[src/rtl/id_issue_if.sv]
// id_issue_if: fetch, writeback and ID/EX signals between issue stage and its neighbours
interface id_issue_if;
  logic        if_valid;
  logic [15:0] if_instr;
  logic        if_ready;
  logic        flush;
  logic        wb_valid;
  logic [2:0]  wb_rd;
  logic        ex_ready;
  logic        ID_EX_valid;
  logic [4:0]  ID_EX_opcode;
  logic        ID_EX_addressing_mode;
  logic [2:0]  ID_EX_rd;
  logic [2:0]  ID_EX_rs1;
  logic [2:0]  ID_EX_rs2;
  logic [3:0]  ID_EX_data_mem;
  logic [5:0]  ID_EX_instruction_mem;
  logic [2:0]  ID_EX_s_r_amount;
  logic        stall;
  modport master (
    output if_valid, if_instr, flush, wb_valid, wb_rd, ex_ready,
    input  if_ready, ID_EX_valid, ID_EX_opcode, ID_EX_addressing_mode, ID_EX_rd, ID_EX_rs1,
           ID_EX_rs2, ID_EX_data_mem, ID_EX_instruction_mem, ID_EX_s_r_amount, stall
  );
  modport slave (
    input  if_valid, if_instr, flush, wb_valid, wb_rd, ex_ready,
    output if_ready, ID_EX_valid, ID_EX_opcode, ID_EX_addressing_mode, ID_EX_rd, ID_EX_rs1,
           ID_EX_rs2, ID_EX_data_mem, ID_EX_instruction_mem, ID_EX_s_r_amount, stall
  );
endinterface

[src/rtl/id_issue_stage.sv]
// id_issue_stage: IF/ID holding register, decode, scoreboard hazard stall and ID/EX issue
module id_issue_stage (
  input logic clk,
  input logic rst,
  id_issue_if.slave bus
);
  logic        ifid_valid;
  logic [15:0] ifid_instr;
  logic [7:0]  busy, pend, set_mask, clr_mask;
  logic [4:0]  op;
  logic        nop, jump, wr, rd1, rd2, ex_wr, hazard, issue, handoff;
  // decode the held word, build the pending-write view and the issue/handoff terms
  always_comb begin
    op = ifid_instr[15:11];
    nop = op == 5'd0;
    jump = op[4:3] == 2'b11;
    wr = !nop && !jump;
    rd1 = !nop;
    rd2 = wr && !ifid_instr[10];
    ex_wr = bus.ID_EX_opcode != 5'd0 && bus.ID_EX_opcode[4:3] != 2'b11;
    pend = busy | ((bus.ID_EX_valid && ex_wr) ? (8'd1 << bus.ID_EX_rd) : 8'd0);
    hazard = ifid_valid && ((rd1 && pend[ifid_instr[6:4]]) || (rd2 && pend[ifid_instr[3:1]])
             || (wr && pend[ifid_instr[9:7]]));
    issue = ifid_valid && !hazard && !bus.flush && (!bus.ID_EX_valid || bus.ex_ready);
    handoff = bus.ID_EX_valid && bus.ex_ready && !bus.flush;
    set_mask = (handoff && ex_wr) ? (8'd1 << bus.ID_EX_rd) : 8'd0;
    clr_mask = bus.wb_valid ? (8'd1 << bus.wb_rd) : 8'd0;
  end
  assign bus.if_ready = !rst && !bus.flush && (!ifid_valid || issue);
  assign bus.stall = hazard;
  // scoreboard, IF/ID and ID/EX registers; a set beats a same-cycle writeback clear
  always_ff @(posedge clk) begin
    if (rst) begin
      busy <= '0;
      ifid_valid <= 1'b0;
      ifid_instr <= '0;
      bus.ID_EX_valid <= 1'b0;
      bus.ID_EX_opcode <= '0;
      bus.ID_EX_addressing_mode <= 1'b0;
      bus.ID_EX_rd <= '0;
      bus.ID_EX_rs1 <= '0;
      bus.ID_EX_rs2 <= '0;
      bus.ID_EX_data_mem <= '0;
      bus.ID_EX_instruction_mem <= '0;
      bus.ID_EX_s_r_amount <= '0;
    end else begin
      busy <= (busy & ~clr_mask) | set_mask;
      if (bus.flush) ifid_valid <= 1'b0;
      else if (bus.if_valid && bus.if_ready) begin
        ifid_valid <= 1'b1;
        ifid_instr <= bus.if_instr;
      end else if (issue) ifid_valid <= 1'b0;
      if (bus.flush) bus.ID_EX_valid <= 1'b0;
      else if (issue) begin
        bus.ID_EX_valid <= 1'b1;
        bus.ID_EX_opcode <= op;
        bus.ID_EX_addressing_mode <= ifid_instr[10];
        bus.ID_EX_rd <= ifid_instr[9:7];
        bus.ID_EX_rs1 <= ifid_instr[6:4];
        bus.ID_EX_rs2 <= ifid_instr[3:1];
        bus.ID_EX_data_mem <= ifid_instr[3:0];
        bus.ID_EX_instruction_mem <= ifid_instr[5:0];
        bus.ID_EX_s_r_amount <= ifid_instr[2:0];
      end else if (handoff) bus.ID_EX_valid <= 1'b0;
    end
  end
endmodule

[src/flat_wrapper.sv]
// flat-port wrapper written by rule: the top's interface ports become plain ports
module id_issue_stage_flat 
  (clk, rst, bus_if_valid, bus_if_instr, bus_flush, bus_wb_valid, bus_wb_rd, bus_ex_ready, bus_if_ready, bus_ID_EX_valid, bus_ID_EX_opcode, bus_ID_EX_addressing_mode, bus_ID_EX_rd, bus_ID_EX_rs1, bus_ID_EX_rs2, bus_ID_EX_data_mem, bus_ID_EX_instruction_mem, bus_ID_EX_s_r_amount, bus_stall);
  id_issue_if bus_i ();
  input logic clk;
  input logic rst;
  input wire logic [$bits(bus_i.if_valid)-1:0] bus_if_valid;
  input wire logic [$bits(bus_i.if_instr)-1:0] bus_if_instr;
  input wire logic [$bits(bus_i.flush)-1:0] bus_flush;
  input wire logic [$bits(bus_i.wb_valid)-1:0] bus_wb_valid;
  input wire logic [$bits(bus_i.wb_rd)-1:0] bus_wb_rd;
  input wire logic [$bits(bus_i.ex_ready)-1:0] bus_ex_ready;
  output wire logic [$bits(bus_i.if_ready)-1:0] bus_if_ready;
  output wire logic [$bits(bus_i.ID_EX_valid)-1:0] bus_ID_EX_valid;
  output wire logic [$bits(bus_i.ID_EX_opcode)-1:0] bus_ID_EX_opcode;
  output wire logic [$bits(bus_i.ID_EX_addressing_mode)-1:0] bus_ID_EX_addressing_mode;
  output wire logic [$bits(bus_i.ID_EX_rd)-1:0] bus_ID_EX_rd;
  output wire logic [$bits(bus_i.ID_EX_rs1)-1:0] bus_ID_EX_rs1;
  output wire logic [$bits(bus_i.ID_EX_rs2)-1:0] bus_ID_EX_rs2;
  output wire logic [$bits(bus_i.ID_EX_data_mem)-1:0] bus_ID_EX_data_mem;
  output wire logic [$bits(bus_i.ID_EX_instruction_mem)-1:0] bus_ID_EX_instruction_mem;
  output wire logic [$bits(bus_i.ID_EX_s_r_amount)-1:0] bus_ID_EX_s_r_amount;
  output wire logic [$bits(bus_i.stall)-1:0] bus_stall;
  assign bus_i.if_valid = bus_if_valid;
  assign bus_i.if_instr = bus_if_instr;
  assign bus_i.flush = bus_flush;
  assign bus_i.wb_valid = bus_wb_valid;
  assign bus_i.wb_rd = bus_wb_rd;
  assign bus_i.ex_ready = bus_ex_ready;
  assign bus_if_ready = bus_i.if_ready;
  assign bus_ID_EX_valid = bus_i.ID_EX_valid;
  assign bus_ID_EX_opcode = bus_i.ID_EX_opcode;
  assign bus_ID_EX_addressing_mode = bus_i.ID_EX_addressing_mode;
  assign bus_ID_EX_rd = bus_i.ID_EX_rd;
  assign bus_ID_EX_rs1 = bus_i.ID_EX_rs1;
  assign bus_ID_EX_rs2 = bus_i.ID_EX_rs2;
  assign bus_ID_EX_data_mem = bus_i.ID_EX_data_mem;
  assign bus_ID_EX_instruction_mem = bus_i.ID_EX_instruction_mem;
  assign bus_ID_EX_s_r_amount = bus_i.ID_EX_s_r_amount;
  assign bus_stall = bus_i.stall;
  id_issue_stage u_core (.clk(clk), .rst(rst), .bus(bus_i));
endmodule
[config.mk]
export PLATFORM = sky130hd
export DESIGN_NAME = id_issue_stage_flat
export DESIGN_NICKNAME = d
export VERILOG_FILES = /design/src/rtl/id_issue_if.sv /design/src/rtl/id_issue_stage.sv /design/src/flat_wrapper.sv
export SDC_FILE = /design/constraint.sdc
export NUM_CORES = 1
export LEC_CHECK = 0
export CAP_MARGIN = 10
export CORE_UTILIZATION = 51
export DETAILED_ROUTE_END_ITERATION = 7
export PLACE_DENSITY = 0.81
export SETUP_SLACK_MARGIN = 0.15
export SLEW_MARGIN = 10
export SYNTH_ARGS = -nofsm -noshare
export SYNTH_HDL_FRONTEND = slang
export SYNTH_SLANG_ARGS = --single-unit
[constraint.sdc]
create_clock -name clk -period 4.1 [get_ports clk]
set_input_delay 0.82 -clock clk [delete_from_list [all_inputs] [get_ports clk]]
set_output_delay 0.82 -clock clk [all_outputs]
set_load 0.03 [all_outputs]
==> qor.csv <==
stage,metric,value,unit
cells_and_area,"most common cell after layout, fill and taps aside",clkdlybuf4s50_1,
job,Maximum Capacitance Violations,0,
sta,Fmax,257,MHz
clock_tree,CTS H-Tree Depth,2,
worst_setup_path,crit-path cells,or4_4 > o211ai_1 > a32oi_1 > o211ai_1 > o21a_1 > buf_6 > a31oi_1 > nor3_1 > buf_4,
grt,vias in the first global route,2092,
worst_setup_path,Max stage delay on crit path,590,ps
clock_tree,total CTS buffers,5,
grt,initial antenna violation count,0,
clock_tree,count of clock tree sinks,42,
cells_and_area,layout cells sized above 1,13.1,%
hold_path,worst hold path depth,2,
place,GPL Wtd Cong,0.884,
drt,Routed Antenna Nets,0,
worst_setup_path,CP arrival,3070,ps
sta,Worst-Margin Slew,693,ps
clock_tree,Clock Latency Late Sink,310,ps
sta,Setup TNS,0,ps
hold_path,Hold Crit Class,reg -> reg,
grt,overall routing resource usage,26.1,%
floorplan,die height,72.0,microns
drt,DRT Pass-1 Iters,4,
yosys,Synth cell types,51,
power,power density over the cells,350,mW/mm^2
yosys,Post-synth EDFFs,0,
yosys,register area share after synthesis,33.6,%
place,DP Cell Count,378,
grt,largest net degree at the start of global routing,43,
yosys,Yosys top cell area share,33.6,%
drt,number of vias per cell,5.97,
sta,Rel. slew slack,53.8,%
yosys,Post-Syn Nets,311,
worst_setup_path,CP Class,reg -> out,
cells_and_area,post-layout util,65.8,%
cells_and_area,nets,344,
cells_and_area,Filler cells,415,
power,worst vdd ir,210,uV
drt,drt wl/cell,16.6,microns
worst_setup_path,Worst EP required,3280,ps
sta,final worst path period need,3890,ps
place,Port Buf Inserts,55,
drt,WL final,6.43,mm
cells_and_area,Antenna Cells,0,
sta,final setup vio count,0,
sta,RSZ-0062 raised after global routing,true,
floorplan,# rows,25,
place,Place WS,392,ps
clock_tree,# hold bufs at CTS,0,
yosys,top_reg_cell synth,dfxtp_1,
floorplan,Core ar.,0.00472,sq mm
yosys,syn_area_per_cell,8.75,sq um
worst_setup_path,Worst Path Max Fanout,19,
floorplan,IO Count,56,
grt,Congestion Overflow GR,0,
yosys,cells after synthesis,286,
drt,1st-iter DRT viols,212,
worst_setup_path,worst r2r src,u_core.bus.ID_EX_rd[1],
cells_and_area,fin cells,387,
clock_tree,CTS tree,built,
place,HPWL Detailed,4.54,mm
floorplan,Die X,72.0,microns
yosys,asr flop ratio synth,0,%
cells_and_area,most frequent cells in the layout,"clkdlybuf4s50_1 (53), dfxtp_1 (41), a21oi_1 (29), nand4_1 (19), o31ai_1 (18)",
sta,Fin. Hold Viols,0,
hold_path,worst min-delay path startpoint,u_core.ifid_instr[0],
drt,drt drc,0,
worst_setup_path,critical path's slowest cell,or4_4,
worst_setup_path,R2R cell count,8,
yosys,yosys synthesis warning count,0,
drt,via count,2310,
sta,max-slew violations,0,
run_status,status,finished clean,
worst_setup_path,critical path capture point type,primary output,
floorplan,initial core utilization,53.0,%
worst_setup_path,most used cell along the critical path,o211ai_1,
yosys,largest area contributor in the netlist,dfxtp_1,
sta,final period utilization,94.9,%
power,P_leak,1.10,nW
clock_tree,"Clk pin slew, worst setup/hold paths",80,ps
yosys,top post-synthesis cells by area,"dfxtp_1 (34%), mux2_4 (6.0%), a21oi_1 (5.8%), o31ai_1 (5.4%), nand4_1 (4.8%)",
yosys,Post-Syn Area,0.00250,sq mm
grt,first-pass GRT wire length,10.3,mm
clock_tree,Clock Tree Buf Depth,2,
clock_tree,Root Buffer,clkbuf_8,
sta,setup slack after layout,208,ps
floorplan,die area,0.00519,sq mm
yosys,register bit total from synthesis,42,
cells_and_area,synth-to-layout area growth,24.2,%
sta,Final Skew,8.57,ps
worst_setup_path,crit path from,u_core.bus.ID_EX_opcode[4],
worst_setup_path,crit start category,flop,
==> worst paths after layout <==
kind,endpoint,slack (ps)
hold reg to reg,u_core.bus.ID_EX_s_r_amount[0],470
setup / recovery,bus_if_ready,210
hold / removal,u_core.bus.ID_EX_s_r_amount[0],470
setup reg to reg,u_core.ifid_instr[1],950
==> sequential cells by signal, summed over array words and instances, names as in the netlist <==
register                          flops
u_core.bus.ID_EX_rd                   3
u_core.ifid_instr                    16
u_core.bus.ID_EX_addressing_mode      1
u_core.bus.ID_EX_opcode               5
u_core.bus.ID_EX_s_r_amount           2
u_core.busy                           8
u_core.ifid_valid                     1
u_core.bus.ID_EX_rs1                  2
u_core.bus.ID_EX_valid                1
u_core.bus.ID_EX_instruction_mem      3
==> cells by family after synthesis <==
logic type / Yosys count / synth area share (%)
AO/OA/AOI/OAI: 86 / 24.9
buffers and inverters: 39 / 8.20
multiplexers: 17 / 9.10
XOR/XNOR: 1 / 0.350
AND/OR/NAND/NOR: 101 / 23.9
flip-flops: 42 / 33.6
==> layout make-up <==
type | count | area (sq um) | area share (%)
multi-input cells | 205 | 1460 | 47.0
flip-flops and latches | 42 | 842 | 27.1
repair buffers | 61 | 596 | 19.2
clock buffers | 8 | 110 | 3.54
well taps | 67 | 83.8 | 2.70
inverters | 4 | 15.0 | 0.483
==> layer usage <==
layer,track usage (%),share of wire (%),vias to the layer above,routed length [microns]
met5,0,0,-,0
met4,13.5,2.9,0,186
met3,4.17,5.8,16,373
met2,39.8,47,91,3040
met1,35.8,44,1077,2830
li1,-,-,1126,-
==> synth_stat cells (2+ instances only) <==
cell type   n
o211a_1     3
a2111oi_2   2
nand3_1     5
clkbuf_1   15
nor2b_1    17
nand2b_1    7
o31ai_1    18
nand3b_1    2
buf_2       4
and4b_1     3
a211oi_1    2
and3_1      2
nand4_1    19
o211ai_1    6
nor2_1     12
o21ai_0     9
nand2_1    16
or4_1       3
mux2_2      6
buf_1       2
nor3_1      3
mux2_4     10
o21a_1      3
inv_1       4
nor4b_1     2
a21oi_1    29
buf_4      12
a32oi_1     3
nor4bb_1    3
dfxtp_1    42
a31oi_4     2
==> power by group <==
part	internal [mW]	leakage, nW	switching [mW]	total, mW
combinational	0.135	0.699	0.168	0.303
sequential	0.431	0.342	0.0399	0.471
clock	0.170	0.0575	0.144	0.314
==> worst max-delay path, delay by kind of cell, from the launching register on <==
kind	cells	cell delay (ps)
and+or+nand+nor	2	850
buffers and inverters	2	430
DFF	1	340
AOI/OAI and AO/OA	5	1150
==> through the flow <==
step	total power, mW	area [sq um]	hold slack (ps)
floorplan	0.685	2500	442
detailed placement	0.772	2980	458
global placement	0.768	2980	456
global route	1.14	3110	500
finish	1.09	3110	475
CTS	1.09	3100	472
==> timing repair <==
item | in CTS | in global routing
gates resized for setup | 1 | 3
pin swaps | 1 | 0
endpoints found under the setup margin | 2 | 2
buffers inserted | 1 | 0
Note: power is estimated with default switching activity, not from simulation.
